===== config.mk =====
export PLATFORM = sky130hd
export DESIGN_NAME = ariane_sim_ctrl
export DESIGN_NICKNAME = d
export VERILOG_FILES = /design/src/rtl/ariane_sim_ctrl.sv
export SDC_FILE = /design/constraint.sdc
export NUM_CORES = 1
export LEC_CHECK = 0
export BUFFER_PORTS_ARGS = -buffer_cell sky130_fd_sc_hd__buf_4
export CAP_MARGIN = 10
export CORE_MARGIN = 3
export CORE_UTILIZATION = 25
export CTS_CLUSTER_DIAMETER = 30
export CTS_CLUSTER_SIZE = 10
export DETAILED_ROUTE_END_ITERATION = 10
export GPL_ROUTABILITY_DRIVEN = 0
export GPL_TIMING_DRIVEN = 0
export PLACE_DENSITY = 0.45
export SETUP_SLACK_MARGIN = 0.2
export SLEW_MARGIN = 10
export SYNTH_ARGS = -nofsm -noshare
export SYNTH_HDL_FRONTEND = slang
export SYNTH_SLANG_ARGS = --single-unit

===== constraint.sdc =====
create_clock -name clk_i -period 4.8 [get_ports clk_i]
set_input_delay 0.48 -clock clk_i [delete_from_list [all_inputs] [get_ports clk_i]]
set_output_delay 0.48 -clock clk_i [all_outputs]
set_load 0.005 [all_outputs]

===== src/rtl/ariane_sim_ctrl.sv =====
// Run controller for Ariane simulation/FPGA harnesses: stretched reset, run-cycle
// budget with timeout, divided-down tick channels and first-exit-code capture.
module ariane_sim_ctrl #(
  parameter int unsigned RST_CYCLES = 8,
  parameter int unsigned CNT_W      = 64,
  parameter int unsigned NUM_TICK   = 2,
  parameter int unsigned DIV_W      = 16
) (
  input  logic                      clk_i,
  input  logic                      rst_ni,
  input  logic [CNT_W-1:0]          max_cycles_i,
  input  logic [NUM_TICK*DIV_W-1:0] div_i,
  input  logic                      exit_valid_i,
  input  logic [31:0]               exit_code_i,
  output logic                      sys_rst_no,
  output logic [NUM_TICK-1:0]       tick_o,
  output logic [NUM_TICK-1:0]       tgl_o,
  output logic [CNT_W-1:0]          cycles_o,
  output logic                      done_o,
  output logic                      pass_o,
  output logic                      timeout_o,
  output logic [31:0]               exit_code_o
);

  localparam logic [1:0] ST_RESET   = 2'd0;
  localparam logic [1:0] ST_RUN     = 2'd1;
  localparam logic [1:0] ST_DONE    = 2'd2;
  localparam logic [1:0] ST_TIMEOUT = 2'd3;

  localparam int unsigned RW = (RST_CYCLES > 1) ? $clog2(RST_CYCLES) : 1;
  localparam logic [RW-1:0] RST_LAST = RW'(RST_CYCLES - 1);

  logic [1:0]                     state_q, state_d;
  logic [RW-1:0]                  rst_cnt_q, rst_cnt_d;
  logic                           sys_rst_q, sys_rst_d;
  logic [CNT_W-1:0]               cycles_q, cycles_d;
  logic [CNT_W-1:0]               cyc_inc;
  logic                           done_q, done_d;
  logic                           pass_q, pass_d;
  logic                           timeout_q, timeout_d;
  logic [31:0]                    code_q, code_d;
  logic [NUM_TICK-1:0][DIV_W-1:0] tcnt_q, tcnt_d;
  logic [NUM_TICK-1:0]            tick_q, tick_d;
  logic [NUM_TICK-1:0]            tgl_q, tgl_d;

  always_comb begin
    state_d   = state_q;
    rst_cnt_d = rst_cnt_q;
    sys_rst_d = sys_rst_q;
    cycles_d  = cycles_q;
    done_d    = done_q;
    timeout_d = timeout_q;
    code_d    = code_q;
    cyc_inc   = (cycles_q == '1) ? cycles_q : cycles_q + CNT_W'(1);
    case (state_q)
      ST_RESET: begin
        if (rst_cnt_q == RST_LAST) begin
          state_d   = ST_RUN;
          sys_rst_d = 1'b1;
        end else begin
          rst_cnt_d = rst_cnt_q + RW'(1);
        end
      end
      ST_RUN: begin
        cycles_d = cyc_inc;
        // Exit has priority over a budget expiring on the same cycle.
        if (exit_valid_i) begin
          code_d  = exit_code_i;
          done_d  = 1'b1;
          state_d = ST_DONE;
        end else if ((max_cycles_i != '0) && (cyc_inc >= max_cycles_i)) begin
          timeout_d = 1'b1;
          state_d   = ST_TIMEOUT;
        end
      end
      default: ;
    endcase
    pass_d = done_d && (code_d == 32'd1);
  end

  always_comb begin
    logic [DIV_W-1:0] ratio;
    ratio  = '0;
    tcnt_d = tcnt_q;
    tick_d = '0;
    tgl_d  = tgl_q;
    for (int unsigned c = 0; c < NUM_TICK; c++) begin
      ratio = div_i[c*DIV_W +: DIV_W];
      if (state_q != ST_RESET) begin
        // ">=" rather than "==" so a ratio lowered mid-count still wraps promptly.
        if (ratio == '0) begin
          tcnt_d[c] = '0;
        end else if (tcnt_q[c] >= ratio - DIV_W'(1)) begin
          tick_d[c] = 1'b1;
          tcnt_d[c] = '0;
          tgl_d[c]  = ~tgl_q[c];
        end else begin
          tcnt_d[c] = tcnt_q[c] + DIV_W'(1);
        end
      end
    end
  end

  always_ff @(posedge clk_i or negedge rst_ni) begin
    if (!rst_ni) begin
      state_q   <= ST_RESET;
      rst_cnt_q <= '0;
      sys_rst_q <= 1'b0;
      cycles_q  <= '0;
      done_q    <= 1'b0;
      pass_q    <= 1'b0;
      timeout_q <= 1'b0;
      code_q    <= '0;
      tcnt_q    <= '0;
      tick_q    <= '0;
      tgl_q     <= '0;
    end else begin
      state_q   <= state_d;
      rst_cnt_q <= rst_cnt_d;
      sys_rst_q <= sys_rst_d;
      cycles_q  <= cycles_d;
      done_q    <= done_d;
      pass_q    <= pass_d;
      timeout_q <= timeout_d;
      code_q    <= code_d;
      tcnt_q    <= tcnt_d;
      tick_q    <= tick_d;
      tgl_q     <= tgl_d;
    end
  end

  assign sys_rst_no  = sys_rst_q;
  assign tick_o      = tick_q;
  assign tgl_o       = tgl_q;
  assign cycles_o    = cycles_q;
  assign done_o      = done_q;
  assign pass_o      = pass_q;
  assign timeout_o   = timeout_q;
  assign exit_code_o = code_q;

endmodule


## Word level (Yosys, flattened, before mapping)

Index checks and enable logic that the tools add are counted.

- Order comparisons: 3
- Multipliers: 0
- Mux-type cells: 19
- Shifts and indexed selects: 0
- Reduce and logical (&&, ||, !) cells: 14
- Add/subtract/negate cells: 6
- Bitwise logic cells: 6
- Eq/ne operators: 6
- Divide/modulo/power cells: 0

Operator list:

| operator | number |
|---|---|
| 64-bit by 1-bit adder with 64-bit output, second input constant | 1 |
| 64-bit == test, second input constant | 1 |
| 64-bit greater-or-equal comparator | 1 |
| 16-bit two-way mux | 4 |
| 32-bit two-way mux | 2 |
| 64-bit two-way mux | 1 |
| 64-bit nonzero test | 1 |
| 16-bit by 1-bit adder with 16-bit output, second input constant | 2 |
| 32-bit by 1-bit == test with 1-bit output, second input constant | 1 |
| 16-bit greater-or-equal comparator | 2 |
| 16-bit logical NOT | 2 |
| 16-bit by 1-bit subtractor with 16-bit output, second input constant | 2 |
| 3-bit AND reduction | 4 |
| 1-bit two-way mux | 8 |
| 2-bit two-way mux | 3 |
| 1-bit inverter | 6 |
| 2-bit one-hot mux with 2 select lines | 1 |
| 2-bit AND reduction | 2 |
| 2-bit nonzero test | 2 |
| 3-bit by 1-bit adder with 3-bit output, second input constant | 1 |
| 3-bit == test, second input constant | 1 |
| 3-bit inequality test, second input constant | 1 |
| 2-bit by 1-bit == test with 1-bit output, second input constant | 1 |
| 1-bit logical AND | 2 |
| other kinds (2) | 2 |

- Latch bits: 0
- Memories kept: 0
- RAM bits: 0
- Logic and storage cells: 67
- Bits in read-only memories: 0
- Bits in registers: 141

## Depth between registers and ports, before layout

- Word-level depth: 7
- Mapped depth: 20
- Mapped depth without buffers: 18

## Worst setup path after synthesis

OpenSTA, ideal clock, no wires.

- Kind: register -> register
- Start: register cycles_q[0], in the netlist cycles_o[0]
- End: register state_q[1]
- Setup time: 0.066 ns
- Buffers on the path: 1
- Arrival time: 4.155 ns
- Setup slack: 0.579 ns
- Data required time: 4.734 ns
- Cell stages (with the launch flop): 19
- Path through: dfrtp_1 -> ha_1 -> nand3_1 -> nor3_2 -> nand2_1 -> or2_2 -> clkbuf_1 -> nor4_2 -> and4_1 -> nand2_1 -> xnor2_1 -> ha_1 -> nand2_1 -> or3_1 -> or3_1 -> nor4_1 -> o21ai_0 -> o211ai_1 -> o31a_1

- Cells in the longest elaborated chain, start to end: 6
- Elaborated cells between the ends (all ways): 7

Ends and longest elaborated chain:

| what | line | RTL |
|---|---|---|
| start: declaration | 36 | `logic [CNT_W-1:0] cycles_q, cycles_d;` |
| start signal: assignment | 121 | `cycles_q <= cycles_d;` |
| 64-bit by 1-bit adder with 64-bit output / 64-bit == test (equally long branches) | 54 | `cyc_inc = (cycles_q == '1) ? cycles_q : cycles_q + CNT_W'(1);` |
| 64-bit two-way mux * | 54 |  |
| named net cyc_inc[58] | 37 | `logic [CNT_W-1:0] cyc_inc;` |
| 64-bit greater-or-equal comparator * | 71 | `end else if ((max_cycles_i != '0) && (cyc_inc >= max_cycles_i)) begin` |
| 1-bit logical AND * | 71 |  |
| 3-bit inequality test (no source line) * | -- |  |
| 3-bit AND reduction (no source line) * | -- |  |
| end signal: assignment | 118 | `state_q <= state_d;` |
| end: declaration | 33 | `logic [1:0] state_q, state_d;` |

The timed path passes the listed nets; every way through them passes the cells marked *.
A chain may end at the register's enable or synchronous reset.

## Worst setup path in the final report

- Start: register cycles_q[6], in the netlist cycles_o[6]
- End: register state_q[1]

The elaborated chain is that of the path after synthesis.

==> results.py <==
metrics = {
    "synthesis": {
        "synth.ff_latch_count": 141,
        "synthDistinctLibCells": 60,
        "yosys-top-cells-count": "dfrtp_1 (141), nand2_1 (108), ha_1 (103)",
        "syn_area_per_cell_um2": 9.00,
        "synth_area_leaders": "dfrtp_1 (34%), ha_1 (12%), xor2_1 (6.7%)",
        "ys_async_sr_fraction_pct": 100,
        "yosys.area.top_type_share_pct": 33.9,
        "syn_area_um2": 10400,
        "synth_fp_nets": 1389,
        "synthFlopType": "dfrtp_1",
        "synth_edf_count": 0,
        "synth_largest_area_cell": "dfrtp_1",
        "yosysMostFrequentCell": "dfrtp_1",
        "synthCells": 1155,
        "yosys_warnings": 0,
        "yosysSeqAreaShare_pct": 33.9,
    },
    "global_route": {
        "grt_antenna_before_repair": 1,
        "overflow": 0,
        "grt_pass1_wl_mm": 53.2,
        "grt_max_degree": 77,
        "grt_pass1_vias": 9399,
        "track_usage_pct": 15.4,
    },
    "run": {
        "drv_cap": 0,
    },
    "cts": {
        "insertion_delay_ns": 0.45,
        "cts_buffers": 17,
        "cts_buffer_depth": 2,
        "cts.sinks": 141,
        "h-tree-depth": 4,
        "ctsHoldBuffers": 0,
        "cts_tree": "built",
        "root_buffer": "clkbuf_16",
        "clk_pin_slew_ns": 0.07,
    },
    "final_layout": {
        "nets": 1679,
        "final_layout_size_suffix_gt1_share_pct": 29.4,
        "area_delta_synth_final_pct": 34.8,
    },
    "power_and_ir_drop": {
        "p_total_uw": 4570,
        "p_leak_uw": 0.00715,
        "vdd_drop_max_mv": 0.240,
        "cellPowerDensity_nw_per_um2": 326,
    },
    "route": {
        "wl_mm": 34.6,
        "drt-pass1-iter-count": 5,
        "drt-initial-drc-count": 426,
        "vias": 9443,
        "remaining_drc_errors": 0,
        "ant_nets": 0,
        "post_drt_wl_per_cell_um": 17.4,
        "avgViaCountPerCell": 4.74,
    },
    "floorplanning": {
        "start_util_pct": 25.4,
        "die-area_um2": 44100,
        "fp.dieH_um": 210,
        "die-width_um": 210,
        "core_area_um2": 40900,
        "ios": 235,
        "rows": 74,
    },
    "sta": {
        "rsz0062_at_grt": "false",
        "max_slew_margin_pct": 38.6,
        "whs_ns": 0.0176,
        "fin_skew_ns": 0.0137,
        "fin_crit_ns": 4.44,
        "slew_violations": 0,
        "hold_viol": 0,
        "tightest_slew_ns": 0.922,
        "setup_viol": 0,
        "period_share_pct": 92.4,
        "max_freq_ghz": 0.225,
    },
    "setup_path": {
        "reg2reg_slack_ns": 0.36,
        "r2r-end": "state_q[1]",
        "timing.rr.start": "cycles_o[6]",
        "end_kind": "register",
        "crit_fanout": 6,
        "critPathRequiredTime_ns": 5.18,
        "start_kind": "register",
        "setup.worst_path.start": "cycles_o[6]",
        "crit_arrival_ns": 4.82,
        "r2r_cells": 17,
        "crit_type": "reg2reg",
    },
    "place": {
        "dp_hpwl_mm": 27.2,
        "port_buffers": 234,
    },
    "worst_hold_path": {
        "hp-class": "in2async",
    },
    "outcome": {
        "status": "complete, no violations",
    },
}
[worst max path at each step]
stage	end	slack [ns]	depth (start not counted)
2_1_floorplan	state_q[1]	0.58	18
3_3_place_gp	state_q[1]	-0.54	17
3_5_place_dp	timeout_o	-0.47	18
4_1_cts	state_q[1]	0.21	20
5_1_grt	state_q[1]	0.15	17
6_report	state_q[1]	0.36	17
[layout make-up]
class,count,area (µm²)
Fill cell,4307,26900
Multi-Input combinational cell,900,6610
Sequential cell,141,3550
Timing Repair Buffer,271,2060
Tap cell,532,666
Clock buffer,18,439
Inverter,78,293
Buffer,36,223
Clock inverter,14,169
Antenna cell,1,2.50
[kinds of logic after synthesis]
kind of cell	share of synthesized area, %
flip-flops	33.9
buffers and inverters	4.47
multiplexers	3.79
adder cells (fa/ha/maj)	12.4
AO/OA/AOI/OAI	8.63
XOR/XNOR	13.1
AND/OR/NAND/NOR	23.6
[per-stage QoR]
stage | worst slack (ns) | instance area [µm²] | setup TNS (ns) | util [%] | std cells
2_1_floorplan | 0.579 | 10400 | 0 | - | 1155
3_3_place_gp | -0.537 | 12800 | -1.07 | 31.3 | 1921
3_5_place_dp | -0.470 | 12900 | -0.940 | 31.4 | 1922
4_1_cts | 0.207 | 13700 | 0 | 33.4 | 1966
5_1_grt | 0.150 | 14000 | 0 | 34.2 | 1990
6_report | 0.365 | 14000 | 0 | 34.2 | 1991
[timing repair]
action,4_1_cts,5_1_grt
resized for setup,37,52
endpoints found under the setup margin,2,2
buffers inserted,12,24
pin swaps,14,23
[flip-flops by register name, indices dropped and copies added (netlist names)]
signal	cells
tgl_o	2
exit_code_o	32
done_o	1
tcnt_q	32
sys_rst_no	1
pass_o	1
rst_cnt_q	3
cycles_o	64
tick_o	2
timeout_o	1
state_q	2
[power by group]
group	total [µW]	switching [µW]	internal, µW	leakage (µW)
registers	1620	197	1430	0.00183
logic	1550	807	743	0.00501
clock network	1400	638	760	0.000300
total	4570	1640	2930	0.00715
[layer usage]
metal  GRT usage [%]  up-vias  routed length [µm]
met5               0        -                   0
met4            4.23        0                 697
met3            3.89       38                1870
met2            24.5      212               15800
met1            20.8     4534               16300
li1                -     4659                   -
[placed cells by master, fill, tap and decap left out, types with 29 or more instances in the layout]
| cell type | synthesis | layout |
|---|---|---|
| dfrtp_1 | 141 | 124 |
| nor4_1 | 40 | 36 |
| nand3_1 | 38 | 34 |
| nor3_1 | 34 | 29 |
| xnor2_1 | 77 | 76 |
| o21ai_0 | 39 | 37 |
| a21o_1 | 40 | 40 |
| inv_1 | 78 | 78 |
| a21oi_1 | 35 | 34 |
| mux2_2 | 35 | 35 |
| nand4_1 | 50 | 50 |
| nand2_1 | 108 | 106 |
| nor2_1 | 85 | 82 |
| ha_1 | 103 | 102 |
| buf_4 | 2 | 275 |
| xor2_1 | 79 | 79 |
[critical path, cell delays in order (launching register included)]
cell and delay (ns):
dfrtp_1 0.36, buf_6 0.13, nand4_1 0.18, nor2_4 0.18
nand4_1 0.20, or4_4 0.56, or3_4 0.38, buf_4 0.17
nor3_4 0.15, xnor2_2 0.09, ha_1 0.30, nand4_1 0.11
or3_4 0.41, or3_4 0.42, nor4_2 0.25, o21ai_1 0.10
o211ai_1 0.20, o31a_1 0.18
No activity file was read; power rests on OpenSTA's default activity.
